$ cat src/rtl/tlc_pkg.sv
// tlc_pkg: shared state encoding and default sizing for the TLC LED-driver sequencer.
//   GS_BITS_DEF   - default grayscale counter width (PWM frame = 2^GS_BITS GCLK pulses)
//   SHIFT_LEN_DEF - default serial bits per driver load
//   state_t       - sequencer states: shifting, load complete, latching
package tlc_pkg;
  localparam int GS_BITS_DEF = 12;
  localparam int SHIFT_LEN_DEF = 288;
  typedef enum logic [1:0] {ST_SHIFT, ST_LOADED, ST_LATCH} state_t;
endpackage

$ cat src/rtl/tlc_sequencer.sv
// tlc_sequencer: shifts grayscale data into a TLC driver, runs the GCLK PWM frame and
// latches each completed load during the blank gap between frames.
// Ports:
//   clk, rst            - system clock; asynchronous active-low reset
//   sclk_tick/gclk_tick - one-clk strobes from the SCLK/GCLK dividers
//   data_valid/data_bit - serial source handshake; data_ready marks a consume
//   sin, sclk_en        - serial data and its shift-clock enable (one clk of setup)
//   gclk_en, blank      - grayscale clock enable and driver blank
//   xlat, frame_done    - one-clk latch pulse and its completion strobe
module tlc_sequencer
  import tlc_pkg::*;
#(
  parameter int GS_BITS   = GS_BITS_DEF,
  parameter int SHIFT_LEN = SHIFT_LEN_DEF
) (
  input  logic clk,
  input  logic rst,
  input  logic sclk_tick,
  input  logic gclk_tick,
  input  logic data_valid,
  input  logic data_bit,
  output logic data_ready,
  output logic sin,
  output logic sclk_en,
  output logic gclk_en,
  output logic xlat,
  output logic blank,
  output logic frame_done
);
  localparam int BC_W = (SHIFT_LEN > 1) ? $clog2(SHIFT_LEN) : 1;
  localparam logic [BC_W-1:0] LAST_BIT = BC_W'(SHIFT_LEN - 1);

  state_t              r_state;
  state_t              w_next;
  logic [BC_W-1:0]     r_bit_cnt;
  logic [GS_BITS-1:0]  r_gs_cnt;
  logic                r_sin;
  logic                r_sclk_en;
  logic                r_gclk_en;
  logic                r_xlat;
  logic                r_frame_done;
  logic                r_blank;
  logic                r_latched;
  logic                w_consume;
  logic                w_last;
  logic                w_latch;
  logic                w_gs_run;
  logic                w_wrap;
  logic                w_unblank;

  assign data_ready = (r_state == ST_SHIFT) && sclk_tick;

  // r_latched limits the latch to once per blank gap, even if the next load
  // completes before blank falls; it is also what permits blank to fall.
  always_comb begin
    w_consume = data_valid && data_ready;
    w_last    = w_consume && (r_bit_cnt == LAST_BIT);
    w_latch   = (r_state == ST_LOADED) && r_blank && !r_latched;
    w_gs_run  = gclk_tick && !r_blank;
    w_wrap    = w_gs_run && (&r_gs_cnt);
    w_unblank = gclk_tick && r_blank && r_latched && !r_xlat;
    w_next    = r_state;
    w_next    = w_last ? ST_LOADED : w_latch ? ST_LATCH : (r_state == ST_LATCH) ? ST_SHIFT : r_state;
  end

  always_ff @(posedge clk or negedge rst) begin
    if (!rst) begin
      r_state      <= ST_SHIFT;
      r_bit_cnt    <= '0;
      r_gs_cnt     <= '0;
      r_sin        <= 1'b0;
      r_sclk_en    <= 1'b0;
      r_gclk_en    <= 1'b0;
      r_xlat       <= 1'b0;
      r_frame_done <= 1'b0;
      r_blank      <= 1'b1;
      r_latched    <= 1'b0;
    end else begin
      r_state      <= w_next;
      r_bit_cnt    <= w_last ? '0 : w_consume ? r_bit_cnt + 1'b1 : r_bit_cnt;
      r_gs_cnt     <= w_gs_run ? r_gs_cnt + 1'b1 : r_gs_cnt;
      r_sin        <= w_consume ? data_bit : r_sin;
      r_sclk_en    <= w_consume;
      r_gclk_en    <= w_gs_run;
      r_xlat       <= w_latch;
      r_frame_done <= w_latch;
      r_blank      <= w_wrap ? 1'b1 : w_unblank ? 1'b0 : r_blank;
      r_latched    <= w_latch ? 1'b1 : w_unblank ? 1'b0 : r_latched;
    end
  end

  assign sin        = r_sin;
  assign sclk_en    = r_sclk_en;
  assign gclk_en    = r_gclk_en;
  assign xlat       = r_xlat;
  assign blank      = r_blank;
  assign frame_done = r_frame_done;
endmodule

$ cat config.mk
export PLATFORM = sky130hd
export DESIGN_NAME = tlc_sequencer
export DESIGN_NICKNAME = d
export VERILOG_FILES = /design/src/rtl/tlc_pkg.sv /design/src/rtl/tlc_sequencer.sv
export SDC_FILE = /design/constraint.sdc
export NUM_CORES = 1
export LEC_CHECK = 0
export CAP_MARGIN = 20
export CORE_UTILIZATION = 34
export CTS_BUF_LIST = sky130_fd_sc_hd__clkbuf_16
export DETAILED_ROUTE_END_ITERATION = 8
export PLACE_DENSITY = 0.48
export SKIP_LAST_GASP = 1
export SLEW_MARGIN = 20
export SYNTH_ARGS = -nofsm -noshare
export SYNTH_HDL_FRONTEND = slang
export SYNTH_SLANG_ARGS = --single-unit
export TNS_END_PERCENT = 100
$ cat constraint.sdc
create_clock -name clk -period 1.66 [get_ports clk]
set_input_delay 0.332 -clock clk [delete_from_list [all_inputs] [get_ports clk]]
set_output_delay 0.332 -clock clk [all_outputs]
set_load 0.05 [all_outputs]
==> impl_metrics.py, run 1 <==
metrics = {
    "run_status": {
        "outcome": "complete, no violations",
    },
    "critical_path": {
        "cpPeakStageDelay_ns": 0.47,
        "crit_family": "buffers and inverters",
        "r2r_end": "r_bit_cnt[1]$_DFFE_PN0P_",
        "crit_chain": "clkdlybuf4s50_1 > nor3b_2 > buf_12",
        "crit_type": "input pin to primary output",
        "path_buf_inv": 2,
        "startpoint_type": "input pin",
        "reg2reg_setup_slack_ns": 0.17,
        "slowest_stage": "clkdlybuf4s50_1",
        "r2r-start": "r_bit_cnt[5]$_DFFE_PN0P_",
        "end_kind": "primary output",
        "rr_worst_depth": 3,
        "crit_fanout": 2,
        "critPathArrivalTime_ns": 1.21,
        "cp.required_ns": 1.33,
    },
    "cts": {
        "htree_levels": 2,
        "cts_buffer_depth": 2,
        "cts_buffers": 5,
        "clock-root-buffer": "clkbuf_16",
        "cts_setup_buffers": 0,
        "cts.sinks": 29,
        "cts_tree": "built",
        "clk_pin_slew_ns": 0.05,
        "hold_buffers": 0,
        "insertion_delay_ns": 0.27,
        "cts_resized": 0,
    },
    "global_routing": {
        "gr-total-overflow": 0,
        "grt_pass1_wl_um": 4264,
        "antenna_found_initial": 0,
        "grt_pass1_vias": 900,
        "grt_max_degree": 30,
        "track_usage_pct": 14.01,
    },
    "yosys": {
        "synth_ff_type": "dfrtp_1",
        "synth_area_leaders": "dfrtp_1 (52%), xor2_1 (7.2%), nand2_1 (3.6%), xnor2_1 (2.6%), nand4_1 (2.3%)",
        "syn_nets": 127,
        "synth.cell_area_um2": 1345,
        "async_reset_ff_share_pct": 100.0,
        "yosysMostFrequentCell": "dfrtp_1",
        "yosys_register_bits": 29,
        "ys_types": 40,
        "yosys_warnings": 0,
        "synth.avg_cell_area_um2": 11.30,
        "synth_top_area_share_pct": 52.09,
        "yosysSeqAreaShare_pct": 54.05,
        "synth.largest_area_cell": "dfrtp_1",
        "synth_edf_count": 0,
        "synthTopCellsByCount": "dfrtp_1 (28), nand2_1 (13), xor2_1 (11)",
        "syn_inst": 119,
    },
    "floorplan": {
        "coreArea_um2": 3716,
        "start_util_pct": 36.20,
        "row_count": 22,
        "die_w_um": 64.90,
        "die_h_um": 64.90,
        "dieArea_um2": 4211,
        "ioPinCount": 13,
    },
    "final_layout": {
        "design_area_um2": 1742,
        "fin_nets": 149,
        "fin_util_pct": 46.87,
        "largest_reg_flops": 12,
        "nFillCells": 357,
        "reg_top3": "r_gs_cnt (12), r_bit_cnt (9), r_state (2)",
        "num_antenna_cells": 0,
        "top_register": "r_gs_cnt",
        "drive_above_1_share_pct": 20.42,
        "syn_to_final_growth_pct": 29.49,
    },
    "power_and_ir_drop": {
        "clock_power_share_pct": 46.9,
        "power_density_nw_per_um2": 1216,
        "p_comb_share_pct": 10.4,
        "power_frac_seq_pct": 42.7,
        "p_leak_nw": 0.8089,
        "swShare_pct": 24.38,
        "p_sw_w": 0.0005162,
        "intPower_w": 0.001601,
        "ir_drop_mv": 0.5670,
        "total_power_w": 0.002117,
    },
    "placed_design": {
        "dpl.hpwl_um": 1687,
        "gp_congestion": 0.7853,
        "io_buffers": 12,
        "placed_cell_area_um2": 1579,
    },
    "sta": {
        "final-hold-violation-count": 0,
        "period_share_pct": 92.68,
        "skew_ns": 0.005787,
        "rsz0062_at_grt": "no",
        "drv_slew": 0,
        "holdWs_ns": 0.4335,
        "fin_crit_ns": 1.538,
        "max_slew_margin_pct": 78.84,
        "clock.fmax_ghz": 0.6500,
        "finalSetupViolCount": 0,
        "tightestPinTransition_ns": 0.3148,
    },
    "route": {
        "dr.pass1.iters": 4,
        "drc": 0,
        "final_antenna_net_count": 0,
        "wl_um": 2385,
        "vias": 967,
        "via_per_inst": 5.089,
        "wl_per_cell_um": 12.55,
        "drt_iter0_drc": 68,
    },
    "run": {
        "drv_cap": 0,
    },
    "min_path": {
        "hold_class": "input pin to asynchronous set/reset pin",
    },
}
-- area by class of cell --
| cell class | instances | area, um2 | area share [%] |
|---|---|---|---|
| inverter | 6 | 22.52 | 1.293 |
| tap | 48 | 60.06 | 3.448 |
| clock inverter | 3 | 37.54 | 2.155 |
| multi-input combinational | 80 | 576.8 | 33.12 |
| timing repair buffer | 19 | 192.7 | 11.06 |
| clock buffer | 5 | 125.1 | 7.184 |
| sequential | 29 | 726.9 | 41.74 |
-- worst max path at each step --
stage,startpoint,endpoint,slack (ns),depth (start not counted)
floorplan,r_bit_cnt[6]$_DFFE_PN0P_,r_bit_cnt[0]$_DFFE_PN0P_,0.24,3
global placement,sclk_tick,r_bit_cnt[8]$_DFFE_PN0P_,0.02,6
detailed placement,sclk_tick,r_bit_cnt[8]$_DFFE_PN0P_,-0.02,6
CTS,sclk_tick,data_ready,0.11,3
global route,r_bit_cnt[5]$_DFFE_PN0P_,r_bit_cnt[1]$_DFFE_PN0P_,0.09,3
finish,sclk_tick,data_ready,0.12,3
-- per-layer routing --
metal	part of all wire, %	vias to the layer above	GRT usage [%]
met5	0	-	0
met4	3.2	0	10.83
met3	4.9	7	4.225
met2	42	25	17.58
met1	50	467	19.51
li1	-	468	-
-- power groups by stage --
stage / Sequential [W] / Clock, W / Combinational [W]
2_1_floorplan: 0.000895 / 0 / 0.000142
5_1_grt: 0.000920 / 0.00104 / 0.000254
6_report: 0.000905 / 0.000992 / 0.000220
3_3_place_gp: 0.000909 / 0 / 0.000224
3_5_place_dp: 0.000911 / 0 / 0.000222
4_1_cts: 0.000900 / 0.00101 / 0.000224
-- placed cells by master, fill, tap and decap left out, types with 2 or more instances in the layout --
cell type | Yosys | final
a21o_1 | 2 | 2
nor3_1 | 6 | 6
dfrtp_1 | 28 | 28
clkbuf_16 | 0 | 5
buf_12 | 0 | 3
nand2_1 | 13 | 13
ha_1 | 2 | 2
xnor2_1 | 4 | 4
nand3_1 | 5 | 5
xor2_1 | 11 | 11
o21ai_0 | 2 | 2
clkdlybuf4s50_1 | 0 | 5
nor2_1 | 4 | 4
and4_1 | 2 | 2
nor2b_1 | 2 | 2
a41oi_1 | 2 | 2
inv_1 | 5 | 6
buf_4 | 2 | 11
nand4_1 | 5 | 5
-- through the flow --
step / TNS [ns] / setup WS [ns] / std cells
5_1_grt: 0 / 0.08683 / 190
6_report: 0 / 0.1216 / 190
3_5_place_dp: -0.02477 / -0.01747 / 182
2_1_floorplan: 0 / 0.2432 / 119
4_1_cts: 0 / 0.1067 / 190
3_3_place_gp: 0 / 0.02052 / 182
-- kinds of logic (layout without fill, tap and decap cells) --
family	after synthesis	after routing	share of synthesized area (%)
simple gates	47	47	20.28
flops	29	29	54.05
mux	2	2	1.581
buf+inv	10	33	3.441
fa+ha+maj	2	2	1.860
compound gates	14	14	9.024
xor+xnor	15	15	9.767
Power figures use the tool's default switching activity.
==> run 2: changes to the inputs <==
--- a/config.mk
+++ b/config.mk
@@ -7,8 +7,8 @@
 export LEC_CHECK = 0
 export CAP_MARGIN = 20
-export CORE_UTILIZATION = 34
+export CORE_UTILIZATION = 46
 export CTS_BUF_LIST = sky130_fd_sc_hd__clkbuf_16
 export DETAILED_ROUTE_END_ITERATION = 8
-export PLACE_DENSITY = 0.48
+export PLACE_DENSITY = 0.62
 export SKIP_LAST_GASP = 1
 export SLEW_MARGIN = 20
==> constraint.sdc (replaced) <==
create_clock -name clk -period 1.66 [get_ports clk]
set_input_delay 0.166 -clock clk [delete_from_list [all_inputs] [get_ports clk]]
set_output_delay 0.166 -clock clk [all_outputs]
set_load 0.05 [all_outputs]
==> run 2 against run 1 <==
Against the previous run:
- sequential share of layout area increased by 2.3 points
- sequential cell count unchanged
- largest power group is now sequential cells
- clock skew shrank 0.0014 ns
- hold slack worse by 0.16 ns
- clock power decreased by 18%
- power shrank 8.9%
- final area decreased by 5.2%
- routed wire length is 1.7% lower
- cell count is 11% lower
==> impl_metrics.py, run 2 (synthesis results as in run 1) <==
metrics = {
    "cts": {
        "cts_tree": "built",
        "cts_resized": 0,
        "cts_buffer_depth": 2,
        "cts_setup_buffers": 0,
        "clk_pin_slew_ns": 0.05,
        "cts.sinks": 29,
        "clock-root-buffer": "clkbuf_16",
        "hold_buffers": 0,
        "htree_levels": 2,
        "cts_buffers": 5,
        "insertion_delay_ns": 0.27,
    },
    "sta": {
        "holdWs_ns": 0.2784,
        "max_slew_margin_pct": 67.16,
        "rsz0062_at_grt": "no",
        "setup_ws_ns": 0.1242,
        "finalSetupViolCount": 0,
        "final-hold-violation-count": 0,
        "clock.fmax_ghz": 0.6511,
        "fin_crit_ns": 1.536,
        "skew_ns": 0.004414,
        "drv_slew": 0,
        "tns_ns": 0,
        "period_share_pct": 92.52,
        "tightestPinTransition_ns": 0.4910,
    },
    "route": {
        "via_per_inst": 5.529,
        "wl_um": 2344,
        "dr.max_layer_used": "met4",
        "drc": 0,
        "vias": 940,
        "dr.pass1.iters": 4,
        "wl_met2_um": 963,
        "wl_per_cell_um": 13.79,
        "final_antenna_net_count": 0,
        "wl_met3_um": 103,
        "wl_met1_um": 1226,
        "drt_iter0_drc": 31,
    },
    "final_layout": {
        "largest_reg_flops": 12,
        "final_cell_mix": "dfrtp_1 (28), nand2_1 (13), xor2_1 (11)",
        "reg_top3": "r_gs_cnt (12), r_bit_cnt (9), r_state (2)",
        "drive_above_1_share_pct": 16.55,
        "syn_to_final_growth_pct": 22.79,
        "design_area_um2": 1652,
        "num_antenna_cells": 0,
        "fin_nets": 146,
        "top_register": "r_gs_cnt",
        "final_common_cell": "dfrtp_1",
    },
    "power_and_ir_drop": {
        "power_frac_seq_pct": 46.8,
        "ir_drop_mv": 0.9423,
        "p_leak_nw": 0.7784,
        "total_power_w": 0.001928,
        "intPower_w": 0.001430,
        "p_sw_w": 0.0004973,
        "clock_power_share_pct": 42.4,
        "p_comb_share_pct": 10.8,
        "swShare_pct": 25.80,
        "power_density_nw_per_um2": 1167,
    },
    "run": {
        "drv_cap": 0,
    },
    "global_routing": {
        "grt_pass1_vias": 894,
        "grt_pass1_wl_um": 3995,
        "track_usage_pct": 16.98,
        "antenna_found_initial": 0,
        "gr-total-overflow": 0,
        "grt_max_degree": 30,
    },
    "critical_path": {
        "critPathArrivalTime_ns": 1.37,
        "cp.required_ns": 1.49,
        "crit_type": "flop to primary output",
        "end_kind": "primary output",
        "startpoint_type": "flop",
        "slowest_stage": "clkdlybuf4s50_1",
        "crit_chain": "clkdlybuf4s50_1",
        "crit_family": "buffers and inverters",
        "cpPeakStageDelay_ns": 0.79,
        "crit_fanout": 1,
        "path_buf_inv": 1,
    },
    "floorplan": {
        "row_count": 19,
        "coreArea_um2": 2758,
        "dieArea_um2": 3144,
        "die_w_um": 56.08,
        "die_h_um": 56.08,
        "ioPinCount": 13,
        "start_util_pct": 48.77,
    },
    "run_status": {
        "outcome": "complete, no violations",
    },
    "min_path": {
        "hold_class": "input pin to asynchronous set/reset pin",
    },
    "placed_design": {
        "dpl.hpwl_um": 1595,
        "gp_congestion": 0.7892,
        "post-place-ws_ns": 0.05205,
        "io_buffers": 12,
        "placed_cell_area_um2": 1515,
    },
}
-- run 2: changes by cell type in the layout (fill, tap and decap cells not counted) --
| cell | previous run | this run |
|---|---|---|
| buf_12 | 3 | 1 |
| inv_1 | 6 | 8 |
| buf_4 | 11 | 8 |
| clkinv_1 | 1 | 0 |
| clkdlybuf4s50_1 | 5 | 7 |
| bufinv_16 | 1 | 0 |
-- run 2: worst paths after layout --
path | from | end | slack [ns] | cells after the start
max | sclk_en$_DFF_PN0_ | sclk_en | 0.12 | 1
min | rst | r_bit_cnt[3]$_DFFE_PN0P_ | 0.28 | 2
max reg2reg | r_bit_cnt[5]$_DFFE_PN0P_ | r_bit_cnt[1]$_DFFE_PN0P_ | 0.14 | 3
min reg2reg | r_gs_cnt[9]$_DFFE_PN0P_ | r_gs_cnt[9]$_DFFE_PN0P_ | 0.47 | 1
max in group asynchronous | rst | blank$_DFFE_PN1P_ | 1.08 | 2
min in group clk | data_bit | sin$_DFFE_PN0P_ | 0.43 | 3
-- run 2: metal layers --
layer,up-vias,track usage [%]
met4,0,11.50
met3,5,4.419
met2,22,24.15
li1,462,-
met5,-,0
met1,451,22.66
-- run 2: stage by stage --
| step | utilization, % | std cells |
|---|---|---|
| final | 59.89 | 170 |
| after global routing | 59.89 | 170 |
| after CTS | 59.89 | 170 |
| after detailed placement | 54.95 | 162 |
| after global placement | 54.95 | 162 |
| after floorplan | - | 119 |
-- run 2: final cells by class --
| type | instances | area (um2) |
|---|---|---|
| Tap cell | 31 | 38.79 |
| Multi-Input combinational cell | 80 | 576.8 |
| Clock buffer | 5 | 125.1 |
| Inverter | 6 | 22.52 |
| Timing Repair Buffer | 16 | 150.1 |
| Fill cell | 234 | 1106 |
| Sequential cell | 29 | 726.9 |
| Clock inverter | 3 | 11.26 |
-- run 2: power by group through the flow --
stage / combinational, W / sequential, W / clock (W)
after floorplan: 0.000142 / 0.000895 / 0
after global placement: 0.000205 / 0.000911 / 0
after detailed placement: 0.000209 / 0.000912 / 0
after CTS: 0.000211 / 0.000903 / 0.000834
after global routing: 0.000241 / 0.000917 / 0.000858
final: 0.000208 / 0.000903 / 0.000817
